**config.mk**
```make
export PLATFORM = sky130hd
export DESIGN_NAME = logic_unit_arbiter
export DESIGN_NICKNAME = d
export VERILOG_FILES = /design/src/rtl/logic_unit_arbiter.sv
export SDC_FILE = /design/constraint.sdc
export NUM_CORES = 1
export LEC_CHECK = 0
export CORE_ASPECT_RATIO = 1.1
export CORE_MARGIN = 2
export CORE_UTILIZATION = 38
export CTS_CLUSTER_SIZE = 14
export DETAILED_ROUTE_END_ITERATION = 12
export GPL_ROUTABILITY_DRIVEN = 1
export GPL_TIMING_DRIVEN = 0
export PLACE_DENSITY = 0.76
export SLEW_MARGIN = 5
export SYNTH_ARGS = -nofsm -noshare
export SYNTH_HDL_FRONTEND = slang
export SYNTH_SLANG_ARGS = --single-unit
```
**constraint.sdc**
```tcl
create_clock -name clk -period 1.4 [get_ports clk]
set_input_delay 0.28 -clock clk [delete_from_list [all_inputs] [get_ports clk]]
set_output_delay 0.28 -clock clk [all_outputs]
set_load 0.03 [all_outputs]
```
**src/rtl/logic_unit_arbiter.sv**
```systemverilog
// Arbitrated single-cycle bitwise logic unit (AND/OR/XOR/NOT) shared by NREQ requesters.
// Define LOGIC_ARB_RR_EN for round-robin arbitration; otherwise fixed priority (lowest index wins).
module logic_unit_arbiter #(
  parameter int WIDTH = 4,
  parameter int NREQ  = 4,
  localparam int IDW  = $clog2(NREQ)
) (
  input  logic                  clk,
  input  logic                  rst_n,
  input  logic [NREQ-1:0]       req_valid,
  output logic [NREQ-1:0]       req_ready,
  input  logic [2*NREQ-1:0]     req_op,
  input  logic [WIDTH*NREQ-1:0] req_a,
  input  logic [WIDTH*NREQ-1:0] req_b,
  output logic                  rsp_valid,
  input  logic                  rsp_ready,
  output logic [IDW-1:0]        rsp_id,
  output logic [WIDTH-1:0]      rsp_result,
  output logic                  rsp_zero,
  output logic                  busy
);

  localparam int unsigned NREQ_U = NREQ;

  typedef enum logic [1:0] {
    S_IDLE = 2'd0,
    S_EXEC = 2'd1,
    S_RESP = 2'd2
  } state_t;

  state_t           state_q, state_d;
  logic [1:0]       op_q, op_d;
  logic [WIDTH-1:0] a_q, a_d;
  logic [WIDTH-1:0] b_q, b_d;
  logic [IDW-1:0]   id_q, id_d;
  logic [WIDTH-1:0] result_q, result_d;
  logic             zero_q, zero_d;

  logic             win_found;
  logic [IDW-1:0]   win_id;
  logic [1:0]       win_op;
  logic [WIDTH-1:0] win_a;
  logic [WIDTH-1:0] win_b;
  logic [NREQ-1:0]  grant;
  logic [WIDTH-1:0] alu_out;

`ifdef LOGIC_ARB_RR_EN
  logic [IDW-1:0]   ptr_q, ptr_d;
`endif

  // Winner selection: round-robin search from the pointer, or lowest index first.
  always_comb begin
    int unsigned idx;
    idx       = 0;
    win_found = 1'b0;
    win_id    = '0;
`ifdef LOGIC_ARB_RR_EN
    for (int unsigned k = 0; k < NREQ_U; k++) begin
      idx = 32'(ptr_q) + k;
      if (idx >= NREQ_U) idx = idx - NREQ_U;
      if (!win_found && req_valid[idx]) begin
        win_found = 1'b1;
        win_id    = IDW'(idx);
      end
    end
`else
    for (int unsigned k = NREQ_U; k > 0; k--) begin
      idx = k - 1;
      if (req_valid[idx]) begin
        win_found = 1'b1;
        win_id    = IDW'(idx);
      end
    end
`endif
  end

  always_comb begin
    win_op = '0;
    win_a  = '0;
    win_b  = '0;
    grant  = '0;
    for (int unsigned i = 0; i < NREQ_U; i++) begin
      if (IDW'(i) == win_id) begin
        win_op = req_op[2*i +: 2];
        win_a  = req_a[WIDTH*i +: WIDTH];
        win_b  = req_b[WIDTH*i +: WIDTH];
      end
    end
    if (win_found) grant[win_id] = 1'b1;
  end

  always_comb begin
    case (op_q)
      2'b00:   alu_out = a_q & b_q;
      2'b01:   alu_out = a_q | b_q;
      2'b10:   alu_out = a_q ^ b_q;
      default: alu_out = ~a_q;
    endcase
  end

  always_comb begin
    state_d  = state_q;
    op_d     = op_q;
    a_d      = a_q;
    b_d      = b_q;
    id_d     = id_q;
    result_d = result_q;
    zero_d   = zero_q;
`ifdef LOGIC_ARB_RR_EN
    ptr_d    = ptr_q;
`endif
    case (state_q)
      S_IDLE: begin
        if (win_found) begin
          op_d    = win_op;
          a_d     = win_a;
          b_d     = win_b;
          id_d    = win_id;
          state_d = S_EXEC;
`ifdef LOGIC_ARB_RR_EN
          ptr_d   = (win_id == IDW'(NREQ_U - 1)) ? '0 : win_id + 1'b1;
`endif
        end
      end
      S_EXEC: begin
        result_d = alu_out;
        zero_d   = (alu_out == '0);
        state_d  = S_RESP;
      end
      S_RESP: begin
        if (rsp_ready) state_d = S_IDLE;
      end
      default: state_d = S_IDLE;
    endcase
  end

  always_ff @(posedge clk or negedge rst_n) begin
    if (!rst_n) begin
      state_q  <= S_IDLE;
      op_q     <= '0;
      a_q      <= '0;
      b_q      <= '0;
      id_q     <= '0;
      result_q <= '0;
      zero_q   <= 1'b0;
`ifdef LOGIC_ARB_RR_EN
      ptr_q    <= '0;
`endif
    end else begin
      state_q  <= state_d;
      op_q     <= op_d;
      a_q      <= a_d;
      b_q      <= b_d;
      id_q     <= id_d;
      result_q <= result_d;
      zero_q   <= zero_d;
`ifdef LOGIC_ARB_RR_EN
      ptr_q    <= ptr_d;
`endif
    end
  end

  assign req_ready  = (state_q == S_IDLE) ? grant : '0;
  assign rsp_valid  = (state_q == S_RESP);
  assign rsp_id     = id_q;
  assign rsp_result = result_q;
  assign rsp_zero   = zero_q;
  assign busy       = (state_q != S_IDLE);

endmodule

```
# Word level (Yosys, flattened, before mapping)
# Index checks and enable logic that the tools add are counted.
[totals]
reg_bits = 19
in_bits = 47
[classes]
bitwise = 4
n_reduce_logical = 8
eq_ne = 9
n_lt_le_gt_ge = 2
mux = 28
[op_table]
columns = ["operator", "n"]
rows = [
  ["two-way mux 4 bit", 10],
  ["two-way mux 2 bit", 10],
  ["case mux 4 bit (3 select lines)", 1],
  ["zero test 2 bit", 3],
  ["case mux 2 bit (3 select lines)", 1],
  ["two-way mux 1 bit", 5],
  ["bitwise AND 4 bit", 1],
  ["equality test 2 x 1 -> 1 bit (second input constant)", 2],
  ["equality test 2 bit (first input constant)", 2],
  ["equality test 2 bit (second input constant)", 2],
  ["zero test 4 bit", 1],
  ["NOT 4 bit", 1],
  ["OR 4 bit", 1],
  ["AND reduction 2 bit", 2],
  ["bitwise XOR 4 bit", 1],
  ["< comparator 2 x 3 -> 1 bit (second input constant)", 1],
  ["demux 1 bit (select 2 bit)", 1],
  ["equality test 1 x 2 -> 1 bit (first input constant)", 1],
  ["greater-or-equal comparator 2 x 1 -> 1 bit (second input constant)", 1],
  ["inequality test 2 x 1 -> 1 bit (second input constant)", 1],
  ["inequality test 2 bit (second input constant)", 1],
  ["nonzero test 2 bit", 1],
  ["logical AND 1 bit", 1],
]

# Depth between registers and ports, before layout
# Gate-level depths: netlist of run 1.
[depth]
depth_word = 10
ltp_mapped = 6
mapped_depth_nobuf = 6

# Worst setup path before layout of run 1
# OpenSTA, ideal clock, no wires.
[synth_timing]
kind = "register -> output"
from = "reg state_q[1]"
to = "out req_ready[3]"
path_stages_with_launch = 4
arrival_ns = 1.234
slack_ns = -0.114
required_ns = 1.120
path_cell_list = "dfrtp_1 nor2_4 inv_1 nor2_1"
[synth_via]
elab_chain_cells = 2
[synth_rtl]
columns = ["item", "line", "rtl"]
rows = [
  ["start: declaration", "31", "state_t state_q, state_d;"],
  ["start signal: assignment", "150", "state_q <= state_d;"],
  ["zero test 2 bit", "163", "assign req_ready = (state_q == S_IDLE) ? grant : '0;"],
  ["two-way mux 4 bit", "163", ""],
  ["end: declaration", "11", "output logic [NREQ-1:0] req_ready,"],
]
# Every way passes these cells.

# Worst setup path in the final report of run 1
[layout_timing]
from = "reg state_q[1]"
to = "out req_ready[2]"
# The elaborated chain is that of the path after synthesis.

==> impl_summary.md, run 1 <==
Status
The flow ran to the end, but the final reports show violations. The final reports fail on setup timing.

Global routing
For this run, the total global-route usage over all layers was measured as 0.193. The number of global-route vias before repair is 1245. Entering global routing, the biggest net connects 20 pins.

The global route total overflow is 0. The first-pass GRT wire length is 6000 um. The number of antenna violations at the first check in global routing is 0.

Timing
The final critical delay including setup and external delays is 1.57 ns. The number of pins with negative max-slew slack in the final report is 0. Hold timing on the final database bottoms out at a slack of 0.439 ns. Setup repair after global routing could not meet its margin everywhere.

The maximum clock rate is 0.635 GHz. The clock tree skew after final layout is 0.00257 ns. In the finished design, the share of the clock period the worst path needs comes to 1.12. The slew at the pin closest to its max-slew limit is 0.851 ns. The hold violation count in the final report is 0. Setup slack on the critical path of the routed design comes to -0.175 ns. Headroom to the max-slew limit came out at 0.431. The total negative setup slack is -0.999 ns. Setup violations remaining at the end of the flow were counted as 13.

Drt
The wire length after detailed routing is 3880 um. The number of DRC markers after the initial detailed-route iteration is 40. The via-per-instance ratio is 4.85. The average routed wire per standard cell is 13.5 um. For this run, design rule violations remaining after detail routing come to 0. In this run the remaining antenna-violating nets after routing total 0. The number of detailed-route iterations in the first pass is 4. Detailed routing inserted a total of 1398 vias.

Job
The tool flagged a number of max-cap violations equal to 0.

Worst setup path
The critical path class is flop to output port. The longest individual stage delay on the worst path is 0.42 ns. The critical-path cell with the highest stage delay is dfrtp_1. Measured in cells, the most critical reg-to-reg path has a length of 6.

In this run the number of cells on the critical path is 3. Of all nets on the critical path, the largest fanout is 7. The critical path capture point type is an output port. The critical path goes through nor2_4, and3_1, buf_4.

Together, buffers and inverters on the worst path number 1. The startpoint kind of the worst setup timing path is a flop. The data required time of the critical path is 1.12 ns. Among cell families on the critical path, the largest total delay comes from simple AND/OR/NAND/NOR gates.

At the worst endpoint, the arrival time is 1.29 ns.

Placement
Routability-driven placement finished with a final weighted congestion of 0.797. The worst slack at placement is -1.04 ns. Counting tap cells, the placed design contains a total of 267 instances. The placed instances occupy a cell area of 2050 um2. In this run the tool buffered the top-level ports with 59 buffer cells. The detailed-placement wirelength estimate is 2790 um.

Pwr
The combinational fraction of design power is 0.650. After layout, the design draws a total of 3.95 mW. The net switching share of the total power is 0.415. The leakage power is 1.08 nW.

Of the total power, registers draw 0.253. In this run the power density over the cells is 1710 nW/um2. In this run the power spent charging and discharging nets is 1.64 mW.

The clock network power share is 0.097. The worst-case IR drop observed on VDD is 0.000938 V. The internal power is 2.31 mW.

Yosys
The XOR/XNOR share of the synthesized area is 0. A synthesized cell averages 8.83 um2. The net count of the mapped netlist is 213. In this run, synthesis inferred 0 flip-flops with an integrated enable. By area, the combinational part of the netlist is dominated by compound AO/OA/AOI/OAI gates.

After synthesis, the share of cell area in mux cells is 0.0646. Yosys printed 0 warnings. By area the synthesized netlist is led by dfrtp_1 (34%), ha_1 (7.2%), mux4_2 (6.5%). In the synthesized netlist, the number of instances is 158. The largest total area in the synthesized netlist belongs to dfrtp_1. The most common cell in the netlist is inv_1. The adder and majority cell fraction of the synthesized area is 0.0717. The cell area after synthesis is 1400 um2. The proportion of synthesized flip-flops having asynchronous set or reset is 1.00. The share of the Yosys chip area taken by registers is 0.341.

The post-synthesis compound-gate area fraction was 0.261. The synthesized netlist contains 29 unique library cells. Ranked by instance count, the synthesized netlist is headed by inv_1 (23), dfrtp_1 (19), nor2_1 (12), o21bai_1 (12), nand2_1 (11). The most instantiated flip-flop cell in the synthesis netlist is dfrtp_1. The share of Yosys cell area claimed by the top area cell type is 0.341. In this run, synthesis produced a sequential element count of 19. Of the total synthesized cell area, the portion taken by AND, OR, NAND and NOR gates is 0.162.

Floorplan
The height of the die is 67.6 um. The area of the die is 4170 um2. The overall die width is 61.8 um. The row count is 23.

60 I/O pins were placed. The floorplan step defined a core boundary enclosing 3570 um2. For this configuration, the core starts out at a cell density of 0.391.

Clocking
The deepest clock path buffer count is 2. The source-to-sink clock delay at the later pin of the worst-skew pair is 0.26 ns. After clock tree synthesis, the clock-pin slew on the worst setup and hold paths is 0.07 ns. The CTS sink count is 19. TritonCTS built the clock tree. CTS built an H-tree with a depth of 1.

Hold repair after CTS inserted 0 buffers. CTS placed an instance of clkbuf_8 at the clock tree root. The number of buffers inserted during clock tree synthesis is 3.

Finish
The fraction of final layout cells with drive strength greater than 1 is 0.282. The number of nets at the end of the flow is 294. The count of cells in the finished layout, fillers not included, comes to 288. For this run, the share of the core covered by cells in the final layout is 0.646. The number of antenna repair diodes is 0. The finished cells cover 2310 um2. The layout-stage area growth over the synthesis result is 65.3%.

Min path
The cell count of the worst hold path is 4. The type of the worst min-delay path is input pin to flop.
==> area by class of cell <==
type,instances,area (um2)
buffer,8,60.1
clock buffer,4,45.0
fill,317,1260
inverter,24,90.1
multi-input combinational,107,876
sequential,19,475
tap,50,62.6
timing repair buffer,76,697
==> registers in the layout (all words and copies together), names as in the netlist <==
name / count
a_q: 4
state_q: 2
op_q: 2
rsp_result: 4
rsp_zero: 1
rsp_id: 2
b_q: 4
==> power groups by stage <==
stage / combinational, mW / sequential [mW] / clock (mW)
3_3_place_gp: 1.98 / 1.01 / 0
6_report: 2.57 / 1.00 / 0.384
4_1_cts: 2.28 / 0.996 / 0.395
2_1_floorplan: 1.23 / 1.15 / 0
3_5_place_dp: 2.03 / 1.03 / 0
5_1_grt: 2.82 / 1.03 / 0.418
==> timing repair <==
item	4_1_cts	5_1_grt
gates cloned	0	1
pin swaps	5	6
resized for setup	64	20
buffers inserted	10	6
setup endpoints to repair	27	20
==> routing by layer <==
layer,wire (um),part of all wire,vias to the layer above,track usage
li1,-,-,705,-
met1,1680,0.43,641,0.259
met2,2020,0.52,46,0.316
met3,123,0.032,6,0.0211
met4,47,0.012,0,0.0745
met5,0,0,-,0
==> cells by family after synthesis <==
group           count (synthesis)
compound gates                 51
fa+ha+maj                       8
buf+inv                        32
flops                          19
mux                             4
simple gates                   44
==> worst paths after layout <==
kind                          startpoint             to  slack [ns]
setup / recovery              state_q[1]   req_ready[2]       -0.17
hold / removal              req_valid[0]      rsp_id[1]        0.44
setup reg to reg                  a_q[2]       rsp_zero       -0.10
hold reg to reg            rsp_result[0]  rsp_result[0]        0.47
max in group asynchronous          rst_n     state_q[1]        0.36
min in group asynchronous          rst_n        op_q[0]        0.51
==> layout by cell type (no fill, tap or decap), drive strengths merged <==
cell and n:
buf 29, nor2 13, a211o 5, and2b 2, inv 24, o22ai 5
o31ai 6, nand4 1, dlygate4sd2 8, nor2b 5, clkdlybuf4s50 42, nand2b 7
mux4 4, nor3 1, dfrtp 19, a22oi 10, o21ai 6, a21oi 7
nand2 11, clkbuf 8, and2 2, ha 8, or2 1, clkdlybuf4s15 1
o21bai 12, and3 1
==> worst min-delay path, delay by kind of cell <==
| family | cells | cell delay [ns] |
|---|---|---|
| buffers and inverters | 1 | 0.19 |
| and+or+nand+nor | 3 | 0.18 |
Note: power is estimated with default switching activity, not from simulation.
==> inputs of run 2 (changes only) <==
--- a/config.mk
+++ b/config.mk
@@ -12,8 +12,9 @@
 export DETAILED_ROUTE_END_ITERATION = 12
 export GPL_ROUTABILITY_DRIVEN = 1
 export GPL_TIMING_DRIVEN = 0
-export PLACE_DENSITY = 0.76
+export PLACE_DENSITY_LB_ADDON = 0.2
 export SLEW_MARGIN = 5
 export SYNTH_ARGS = -nofsm -noshare
 export SYNTH_HDL_FRONTEND = slang
 export SYNTH_SLANG_ARGS = --single-unit
+export TNS_END_PERCENT = 50
==> run 2 against run 1 <==
Compared with the run above: the flow still finishes with violations (setup timing); combinational power up 7%; routed wire length up 3.6%; worst setup slack better by 0.022 ns; count of clock-buffer cells in the layout unchanged; clock power about the same; power up 4.2%; final area up 2.5%; hold slack better by 0.033 ns; highest routed layer unchanged.
==> impl_summary.md, run 2 (synthesis gave the netlist of run 1 again) <==
Status
The flow ran to the end, but the final reports show violations. The final reports fail on setup timing.

Finish
The number of standard cells in the final layout excluding fillers is 291. The area of all sequential standard cells is 475 um2. After the last flow step, the layout net total stands at 297.

The layout-stage area growth over the synthesis result is 69.4%. In the layout the commonest cells are clkdlybuf4s50_1 (42), dfrtp_1 (19), buf_4 (18). The fraction of final layout cells with drive strength greater than 1 is 0.295. The layout has 297 filler cells. The number of antenna repair diodes is 0. The multi-input combinational cells in the finished layout cover a total of 885 um2. The most frequent standard cell in the layout excluding fill and tap cells is clkdlybuf4s50_1. The post-route cell area is 2360 um2.

Placement
The placed instances occupy a cell area of 2050 um2. The global placer's final weighted congestion is 0.765. During placement, the flow inserted port buffers numbering 59. The detailed-placement wirelength estimate is 2990 um. The number of instances in the placed design is 267.

Worst setup path
Traced cell by cell, the critical path runs through nor2_4, buf_12, and2_4, buf_6. The critical-path cell with the highest stage delay is dfrtp_1. The data required time of the critical path is 1.12 ns. The worst setup path is launched from a flop. For this run, the slowest stage of the critical path takes 0.42 ns. The critical path in this run is classified as flop to output port. The arrival time of the worst setup path is 1.27 ns. Of all nets on the critical path, the largest fanout is 4. Counting both buffers and inverters, the worst setup path holds a total of 2.

The family with the most delay on the worst path is flip-flops. The critical path capture point type is an output port.

Clocking
TritonCTS built the clock tree. The clock slew at the register clock pins of the worst setup and hold paths is 0.07 ns. The number of hold buffers added after CTS was 0. The number of buffers inserted during clock tree synthesis is 3. CTS built an H-tree with a depth of 1. The clock passes through at most 2 buffers. The CTS sink count is 19.

The clock reaches the later pin of the worst-skew pair after 0.26 ns. The tree is rooted in a clkbuf_8.

Drt
The number of DRC markers after the initial detailed-route iteration is 41. Before antenna repair, the detailed router went through 4 iterations. The sum of met3 wire segment lengths after detailed routing is 200 um. The wire length on met2 is 2190 um. The final antenna-violating net count is 0. For this run, design rule violations remaining after detail routing come to 0.

The average routed wire per standard cell is 13.8 um. The via-per-instance ratio is 4.90. The total number of vias is 1427. The wire length after detailed routing is 4020 um. The highest layer used for signal routing is met4. The detailed router put a total of 1540 um of wire on met1.

Global routing
The number of global-route vias before repair is 1466. The global route total overflow is 0. The number of antenna violations at the first check in global routing is 0. Across every metal layer, demand over resource in global routing totals 0.213. The largest net degree at the start of global routing is 20.

The first global-routing pass estimated 6490 um of wire.

Timing
The share of the cycle needed by the critical path after routing is 1.11. For the pin with the worst max-slew slack, the measured transition is 0.854 ns. The headroom to the max-slew limit is 0.429. The hold violation count in the final report came to 0. Across the routed clock network, the largest skew measured is 0.00222 ns. The setup-violating endpoint count in the final report is 7. For the final routed database, the setup TNS stands at -0.516 ns. The worst path in the final design needs a cycle of 1.55 ns, including I/O delays and setup. The number of pins with negative max-slew slack in the final report is 0.

Hold is met by 0.472 ns. The setup slack after layout is -0.152 ns. The maximum clock rate is 0.644 GHz. Setup repair after global routing could not meet its margin everywhere.

Pwr
The total power is 4.12 mW. The share of total power dissipated in combinational logic is 0.665. The net switching share of the total power is 0.411. The internal power of the cells totals 2.43 mW. For this design the ratio of total power to cell area is 1740 nW/um2.

The analysis attributes to cell leakage a power of 1.09 nW. The share of total power dissipated in sequential elements is 0.242. The switching power of the nets is 1.69 mW.

The share of total power dissipated in the clock network is 0.093. The worst supply voltage drop on vdd is 0.000883 V.

Floorplan
The overall die width is 61.8 um. The area of the die is 4170 um2. The floorplan step defined a core boundary enclosing 3570 um2. Pin placement for this block handled 60 I/O pins. The height of the die is 67.6 um.

The floorplan has 23 rows. The starting utilization of the core area is 0.391.

Job
The number of max-cap violations is 0.

Min path
The type of the worst min-delay path is input pin to flop.
-- run 2: changes by cell type in the layout (fill, tap and decap cells not counted), sizes merged --
cell and change:
buf +3
-- run 2: worst register-to-register path, stage by stage (launching register included) --
cell and delay [ns]:
dfrtp_1 0.38, inv_2 0.06, ha_4 0.26, inv_2 0.03, mux4_2 0.46, nand4_1 0.10, o21ai_1 0.07
-- run 2: power by group through the flow --
stage          clock (mW)  combinational (mW)  sequential [mW]
6_report            0.382                2.74            0.998
5_1_grt             0.418                3.01             1.03
4_1_cts             0.393                2.40            0.982
3_5_place_dp            0                2.08             1.03
3_3_place_gp            0                1.98             1.01
2_1_floorplan           0                1.23             1.15
-- run 2: what timing repair did --
action | 4_1_cts | 5_1_grt
resized for setup | 69 | 22
endpoints found under the setup margin | 28 | 18
pin swaps | 3 | 7
cloned | 0 | 0
setup buffers | 14 | 6
-- run 2: path summary, 6_finish.rpt --
kind / startpoint / end / slack [ns] / cells after the start
max in group asynchronous: rst_n / op_q[1] / 0.37 / 1
hold / removal: req_valid[1] / rsp_id[1] / 0.47 / 5
min in group asynchronous: rst_n / op_q[0] / 0.51 / 1
hold reg to reg: rsp_result[1] / rsp_result[1] / 0.47 / 2
setup reg to reg: a_q[1] / rsp_zero / -0.08 / 6
setup / recovery: state_q[1] / req_ready[0] / -0.15 / 4
-- run 2: area by class of cell --
class                   instances  area share
well taps                      50      0.0265
plain buffers                   8      0.0254
clock buffers                   4      0.0191
multi-input cells             107       0.374
repair buffers                 79       0.316
inverters                      24      0.0381
flip-flops and latches         19       0.201
-- run 2: through the flow --
step           worst slack [ns]   util
5_1_grt                  -0.206  0.662
4_1_cts                  -0.162  0.630
3_5_place_dp              -1.05  0.575
6_report                 -0.152  0.662
2_1_floorplan           -0.0156      -
3_3_place_gp              -1.03  0.575
-- run 2: per-layer routing --
layer | GRT usage | vias to the layer above
li1 | - | 710
met2 | 0.395 | 54
met5 | 0 | -
met4 | 0.0878 | 0
met1 | 0.237 | 656
met3 | 0.0287 | 7
